$ cat src/rtl/ram_pkg.sv
// ram_pkg: shared types and constants for the parametrised dual-port RAM.
//   ram_state_t : controller state (SWEEP = clearing memory, RUN = serving ports)
//   ram_rsel_t  : source selected for the read data of the last completed read
//   OUT_REG_*   : values for the OUT_REG parameter (read latency 1 or 2)
//   BYPASS_*    : values for the BYPASS parameter (same-address read-during-write)
package ram_pkg;

    typedef enum logic {
        SWEEP = 1'b0,
        RUN   = 1'b1
    } ram_state_t;

    // Where the first-stage read data comes from.
    typedef enum logic [1:0] {
        SEL_ZERO = 2'd0,   // after clear, or an out-of-range read
        SEL_CORE = 2'd1,   // array contents
        SEL_BYP  = 2'd2    // write data forwarded on a same-address collision
    } ram_rsel_t;

    localparam int OUT_REG_OFF = 0;
    localparam int OUT_REG_ON  = 1;
    localparam int BYPASS_OLD  = 0;
    localparam int BYPASS_NEW  = 1;

endpackage

$ cat src/rtl/ram_dp_core.sv
// ram_dp_core: bare WIDTH x DEPTH storage array with one synchronous write port
// and one synchronous read port. No reset so it maps onto block RAM.
// A same-address read and write on the same edge returns the old contents.
//   i_clk   : clock
//   i_we    : write enable;  i_waddr / i_wdata : write address / data
//   i_re    : read enable;   i_raddr : read address
//   o_rdata : registered read data, holds while i_re is low
module ram_dp_core #(
    parameter int WIDTH  = 16,
    parameter int DEPTH  = 8,
    parameter int ADDR_W = $clog2(DEPTH)
) (
    input  logic              i_clk,
    input  logic              i_we,
    input  logic [ADDR_W-1:0] i_waddr,
    input  logic [WIDTH-1:0]  i_wdata,
    input  logic              i_re,
    input  logic [ADDR_W-1:0] i_raddr,
    output logic [WIDTH-1:0]  o_rdata
);

    logic [WIDTH-1:0] r_mem [DEPTH];
    logic [WIDTH-1:0] r_rdata;

    // Callers only present in-range addresses when the enables are high.
    always_ff @(posedge i_clk) begin
        if (i_we) begin
            r_mem[i_waddr] <= i_wdata;
        end
        if (i_re) begin
            r_rdata <= r_mem[i_raddr];
        end
    end

    assign o_rdata = r_rdata;

endmodule

$ cat src/rtl/ram_dp_sync_param.sv
// ram_dp_sync_param: single-clock simple dual-port RAM with a hardware clear
// sweep, registered read path with a valid pulse, optional extra output stage
// and selectable read-during-write behaviour.
//   clk      : sole clock
//   clr      : synchronous active-high reset, (re)starts the clear sweep
//   we / wr_addr / data_in : write port
//   re / rd_addr           : read port
//   data_out : read data (latency 1 + OUT_REG), holds between reads
//   rd_valid : one-cycle pulse per completed read
//   busy     : high while the clear sweep runs; port requests are ignored
module ram_dp_sync_param
    import ram_pkg::*;
#(
    parameter int WIDTH   = 16,
    parameter int DEPTH   = 8,
    parameter int ADDR_W  = $clog2(DEPTH),
    parameter int OUT_REG = OUT_REG_OFF,
    parameter int BYPASS  = BYPASS_NEW
) (
    input  logic              clk,
    input  logic              clr,
    input  logic              we,
    input  logic [ADDR_W-1:0] wr_addr,
    input  logic [WIDTH-1:0]  data_in,
    input  logic              re,
    input  logic [ADDR_W-1:0] rd_addr,
    output logic [WIDTH-1:0]  data_out,
    output logic              rd_valid,
    output logic              busy
);

    localparam int                LAT     = 1 + OUT_REG;
    localparam logic [ADDR_W:0]   DEPTH_X = (ADDR_W + 1)'(DEPTH);
    localparam logic [ADDR_W-1:0] LAST    = ADDR_W'(DEPTH - 1);

    // ---------------------------------------------------------------
    // Controller: clear sweep then run
    // ---------------------------------------------------------------
    ram_state_t        r_state, w_state_nxt;
    logic [ADDR_W-1:0] r_ptr, w_ptr_nxt;
    logic              w_sweep_we;

    always_ff @(posedge clk) begin
        if (clr) begin
            r_state <= SWEEP;
            r_ptr   <= '0;
        end else begin
            r_state <= w_state_nxt;
            r_ptr   <= w_ptr_nxt;
        end
    end

    always_comb begin
        w_state_nxt = r_state;
        w_ptr_nxt   = r_ptr;
        w_sweep_we  = 1'b0;
        case (r_state)
            SWEEP: begin
                // clr held high keeps the sweep parked at address 0 without writing
                w_sweep_we = !clr;
                w_ptr_nxt  = r_ptr + 1'b1;
                if (r_ptr == LAST) begin
                    w_state_nxt = RUN;
                    w_ptr_nxt   = '0;
                end
            end
            RUN: begin
                w_state_nxt = RUN;
            end
            default: begin
                w_state_nxt = SWEEP;
            end
        endcase
    end

    assign busy = (r_state == SWEEP);

    // ---------------------------------------------------------------
    // Request qualification
    // ---------------------------------------------------------------
    logic w_run, w_wr_in, w_rd_in, w_wr_ok, w_rd_acc, w_hit;

    assign w_run    = !busy && !clr;
    assign w_wr_in  = ({1'b0, wr_addr} < DEPTH_X);
    assign w_rd_in  = ({1'b0, rd_addr} < DEPTH_X);
    assign w_wr_ok  = w_run && we && w_wr_in;
    assign w_rd_acc = w_run && re;
    // Collision forwarding only exists in new-data mode; the core itself
    // returns old data on a same-address access.
    assign w_hit    = (BYPASS == BYPASS_NEW) && w_wr_ok && w_rd_acc && w_rd_in
                      && (wr_addr == rd_addr);

    // ---------------------------------------------------------------
    // Storage: write port shared between the sweep and the user
    // ---------------------------------------------------------------
    logic              w_c_we, w_c_re;
    logic [ADDR_W-1:0] w_c_waddr;
    logic [WIDTH-1:0]  w_c_wdata, w_c_rdata;

    assign w_c_we    = w_sweep_we || w_wr_ok;
    assign w_c_waddr = busy ? r_ptr : wr_addr;
    assign w_c_wdata = busy ? '0 : data_in;
    assign w_c_re    = w_rd_acc && w_rd_in;

    ram_dp_core #(
        .WIDTH  (WIDTH),
        .DEPTH  (DEPTH),
        .ADDR_W (ADDR_W)
    ) u_core (
        .i_clk   (clk),
        .i_we    (w_c_we),
        .i_waddr (w_c_waddr),
        .i_wdata (w_c_wdata),
        .i_re    (w_c_re),
        .i_raddr (rd_addr),
        .o_rdata (w_c_rdata)
    );

    // ---------------------------------------------------------------
    // Read pipeline
    // ---------------------------------------------------------------
    logic [LAT:1]     r_vld_pipe;
    ram_rsel_t        r_sel;
    logic [WIDTH-1:0] r_byp_data;
    logic [WIDTH-1:0] w_s1_data;

    // Source select and forwarded data only change on an accepted read, so the
    // first-stage data holds between reads exactly like the core output does.
    always_ff @(posedge clk) begin
        if (clr) begin
            r_vld_pipe <= '0;
            r_sel      <= SEL_ZERO;
            r_byp_data <= '0;
        end else begin
            r_vld_pipe[1] <= w_rd_acc;
            for (int i = 2; i <= LAT; i++) begin
                r_vld_pipe[i] <= r_vld_pipe[i-1];
            end
            if (w_rd_acc) begin
                if (!w_rd_in) begin
                    r_sel <= SEL_ZERO;
                end else if (w_hit) begin
                    r_sel <= SEL_BYP;
                end else begin
                    r_sel <= SEL_CORE;
                end
            end
            if (w_hit) begin
                r_byp_data <= data_in;
            end
        end
    end

    always_comb begin
        w_s1_data = '0;
        case (r_sel)
            SEL_CORE: w_s1_data = w_c_rdata;
            SEL_BYP:  w_s1_data = r_byp_data;
            default:  w_s1_data = '0;
        endcase
    end

    generate
        if (OUT_REG == OUT_REG_ON) begin : g_out_reg
            logic [WIDTH-1:0] r_dout;

            always_ff @(posedge clk) begin
                if (clr) begin
                    r_dout <= '0;
                end else if (r_vld_pipe[1]) begin
                    r_dout <= w_s1_data;
                end
            end

            assign data_out = r_dout;
        end else begin : g_out_direct
            // First-stage data is already a registered read result.
            assign data_out = w_s1_data;
        end
    endgenerate

    assign rd_valid = r_vld_pipe[LAT];

endmodule
$ cat config.mk
export PLATFORM = sky130hd
export DESIGN_NAME = ram_dp_sync_param
export DESIGN_NICKNAME = d
export VERILOG_FILES = /design/src/rtl/ram_pkg.sv /design/src/rtl/ram_dp_core.sv /design/src/rtl/ram_dp_sync_param.sv
export SDC_FILE = /design/constraint.sdc
export NUM_CORES = 1
export LEC_CHECK = 0
export ABC_AREA = 1
export ABC_CLOCK_PERIOD_IN_PS = 5100
export CAP_MARGIN = 20
export CORE_MARGIN = 5
export CORE_UTILIZATION = 40
export DETAILED_ROUTE_END_ITERATION = 16
export PLACE_DENSITY_LB_ADDON = 0.3
export SLEW_MARGIN = 10
export SYNTH_ARGS = -nofsm -noshare
export SYNTH_HDL_FRONTEND = slang
export SYNTH_SLANG_ARGS = --single-unit
$ cat constraint.sdc
create_clock -name clk -period 5.1 [get_ports clk]
set_clock_uncertainty 0.1 [all_clocks]
set_input_delay 1.02 -clock clk [delete_from_list [all_inputs] [get_ports clk]]
set_output_delay 1.02 -clock clk [all_outputs]
set_load 0.01 [all_outputs]
==> qor.txt <==
Post-Synthesis Cells = 653
Clk slew on worst S/H paths = 0.06 ns
Sw Share = 21.60%
Filler cell count = 1541
Total GRT Usage = 15.72%
CP Launch Type = flip-flop
RSZ-0062 raised after global routing = no
Vias in the first global route = 4467
Mapped Area = 6997 um^2
Register share of total power = 51.9%
Hold crit path type = reg2reg
Core ar. = 17240 um^2
GPL Wtd Cong = 0.7669
Internal power = 2.285 mW
H-tree Lvls = 4
Commonest non-fill, non-tap cell in the layout = edfxtp_1
Root Driver = clkbuf_16
Vias = 4649
Detailed-route wire length = 15440 um
Die W = 142.3 um
Cell Pwr Density = 355.8 nW/um^2
Routed len/inst = 16.67 um
Share of cells above drive strength 1 = 7.989%
Clk_lat worst skew = 0.42 ns
Final hold viol count = 0
R2r worst-path depth = 5
Post-CTS Setup Bufs = 0
Syn-to-layout area delta = 17.08%
First-pass DRT Iterations = 5
First-pass GRT wire length = 24360 um
Row count = 48
Met1 Use GR = 21.54%
M3 GR Usage = 3.831%
Worst setup EP type = output pin
CP Max Fanout = 29
Post-synth cell types = 24
WP data arrival = 2.24 ns
Die Y = 142.3 um
Slowest stage delay, CP = 1.01 ns
Final period utilization = 65.92%
Worst hold stages = 2
CP Depth = 2
Status = completed
Drt first-iter violations = 379
Most Used Layer, Global Route = met2
Post-synth net total = 683
Clk pwr share = 41.9%
Dpl hpwl = 9384 um
Fraction of registers with async set/reset = 0%
Final TNS setup = 0 ns
Die area = 20240 um^2
Initial antenna violation count = 0
N_diodes = 0
Largest delay contributor family on the critical path = flip-flops
Critical path type = reg2out
Max Clk Rate = 297.5 MHz
Cts repair resizes = 0
Global Route met2 Usage = 24.45%
FF+latch area = 4785 um^2
Commonest non-fill, non-tap cells in the layout = edfxtp_1, nand2_1, nor2_1
Critical Path Slowest Stage Cell = dfxtp_1
Maximum VDD drop = 0.1896 mV
Tot Pwr = 2.915 mW
Area occupied by multi-input gates = 1821 um^2
Clock Path Buffers = 2
Nets = 718
Slew @ Worst Pin = 1.053 ns
Post-synthesis sequential area ratio = 68.38%
Overflow after GRT = 0
Final Max Tran Viols = 0
Max_cap viols = 0
Sw power = 0.6296 mW
WP buf/inv = 2
Port Buffer Count = 43
Crit path time final = 3.362 ns
WP data required = 3.98 ns
Initial core utilization = 40.59%
Num Clock Sinks = 167
Residual DRC count = 0
Worst-path cell chain = inv_1 -> clkdlybuf4s50_1
CTS tree = done
Slew Limit Headroom = 29.71%
Largest net degree at the start of global routing = 67
Combinational power share = 6.2%
Final setup fails = 0
CTS buffer count = 17
Number of enable flip-flop cells after synthesis = 144
P_leak = 3.065 nW
Syn. warnings = 0
Ports = 44
Mean post-synth cell area = 10.71 um^2
Vias per cell = 5.021
Seq cells post-synth = 167
Final ANT Viol Nets = 0
Primary FF master, synth = edfxtp_1
Hold-fix buffers at CTS = 0
==> metrics by stage <==
stage	instances	cell area [um^2]	worst slack, ns	hold WS, ns	util, %
after floorplan	653	6997	2.532	0.3444	-
after global placement	893	7585	1.818	0.3642	44.00
after detailed placement	893	7585	1.774	0.3726	44.00
after CTS	925	8164	1.697	0.3872	47.37
after global routing	926	8192	1.530	0.4069	47.52
final	926	8192	1.738	0.3836	47.52
==> synthesized netlist by cell type (11+ instances only) <==
cell | number | share of area (%)
a21oi_1 | 24 | 1.7
edfxtp_1 | 144 | 62
o22ai_1 | 32 | 2.9
buf_2 | 11 | 0.79
inv_1 | 47 | 2.5
clkbuf_1 | 18 | 0.97
dfxtp_1 | 23 | 6.6
nor2_1 | 107 | 5.7
nand2_1 | 136 | 7.3
o21ai_0 | 66 | 4.7
nand4_1 | 17 | 1.5
==> registers in the layout, summed over array words and instances (netlist names) <==
signal and flops:
r_byp_data 16, r_sel 2, r_state 1, rd_valid 1
u_core.o_rdata 16, r_ptr 3, u_core.r_mem 128
==> path summary, 6_finish.rpt <==
path | startpoint | endpoint | slack, ns
setup / recovery | r_state$_SDFF_PP0_ | busy | 1.74
hold reg to reg | r_byp_data[3]$_SDFFE_PP0P_ | r_byp_data[3]$_SDFFE_PP0P_ | 0.38
setup reg to reg | r_state$_SDFF_PP0_ | u_core.r_mem[2][4]$_DFFE_PP_ | 2.64
hold / removal | r_byp_data[3]$_SDFFE_PP0P_ | r_byp_data[3]$_SDFFE_PP0P_ | 0.38
==> cell type report <==
type,instances,area share (%)
Timing Repair Buffer,54,6.446
Inverter,52,2.413
Sequential cell,167,58.41
Clock inverter,10,0.7484
Tap cell,225,3.437
Clock buffer,22,6.324
Multi-Input combinational cell,396,22.22
==> metal layers <==
layer | part of all wire (%) | wire [um] | vias to the layer above
met3 | 5.4 | 828 | 19
met1 | 46 | 7146 | 2188
met2 | 47 | 7224 | 135
met4 | 1.5 | 238 | 0
li1 | - | - | 2307
met5 | 0 | 0 | -
==> worst reg2reg max path, delay by kind of cell (launching register included) <==
kind | cells | cell delay, ns
buffers and inverters | 2 | 0.44
AND/OR/NAND/NOR | 2 | 0.20
flip-flops | 1 | 1.01
AO/OA/AOI/OAI | 1 | 0.38
==> power by group through the flow <==
stage / registers [mW] / logic, mW / clock network (mW)
floorplan: 1.54 / 0.114 / 0
global placement: 1.54 / 0.177 / 0
detailed placement: 1.54 / 0.180 / 0
CTS: 1.51 / 0.181 / 1.25
global route: 1.51 / 0.202 / 1.30
finish: 1.51 / 0.181 / 1.22
==> logic make-up after synthesis <==
| family | synth area share [%] |
|---|---|
| AND/OR/NAND/NOR | 15.84 |
| buffers and inverters | 5.597 |
| flip-flops | 68.38 |
| AO/OA/AOI/OAI | 9.460 |
| adder cells (fa/ha/maj) | 0.7153 |
(Power assumes the default switching activity.)
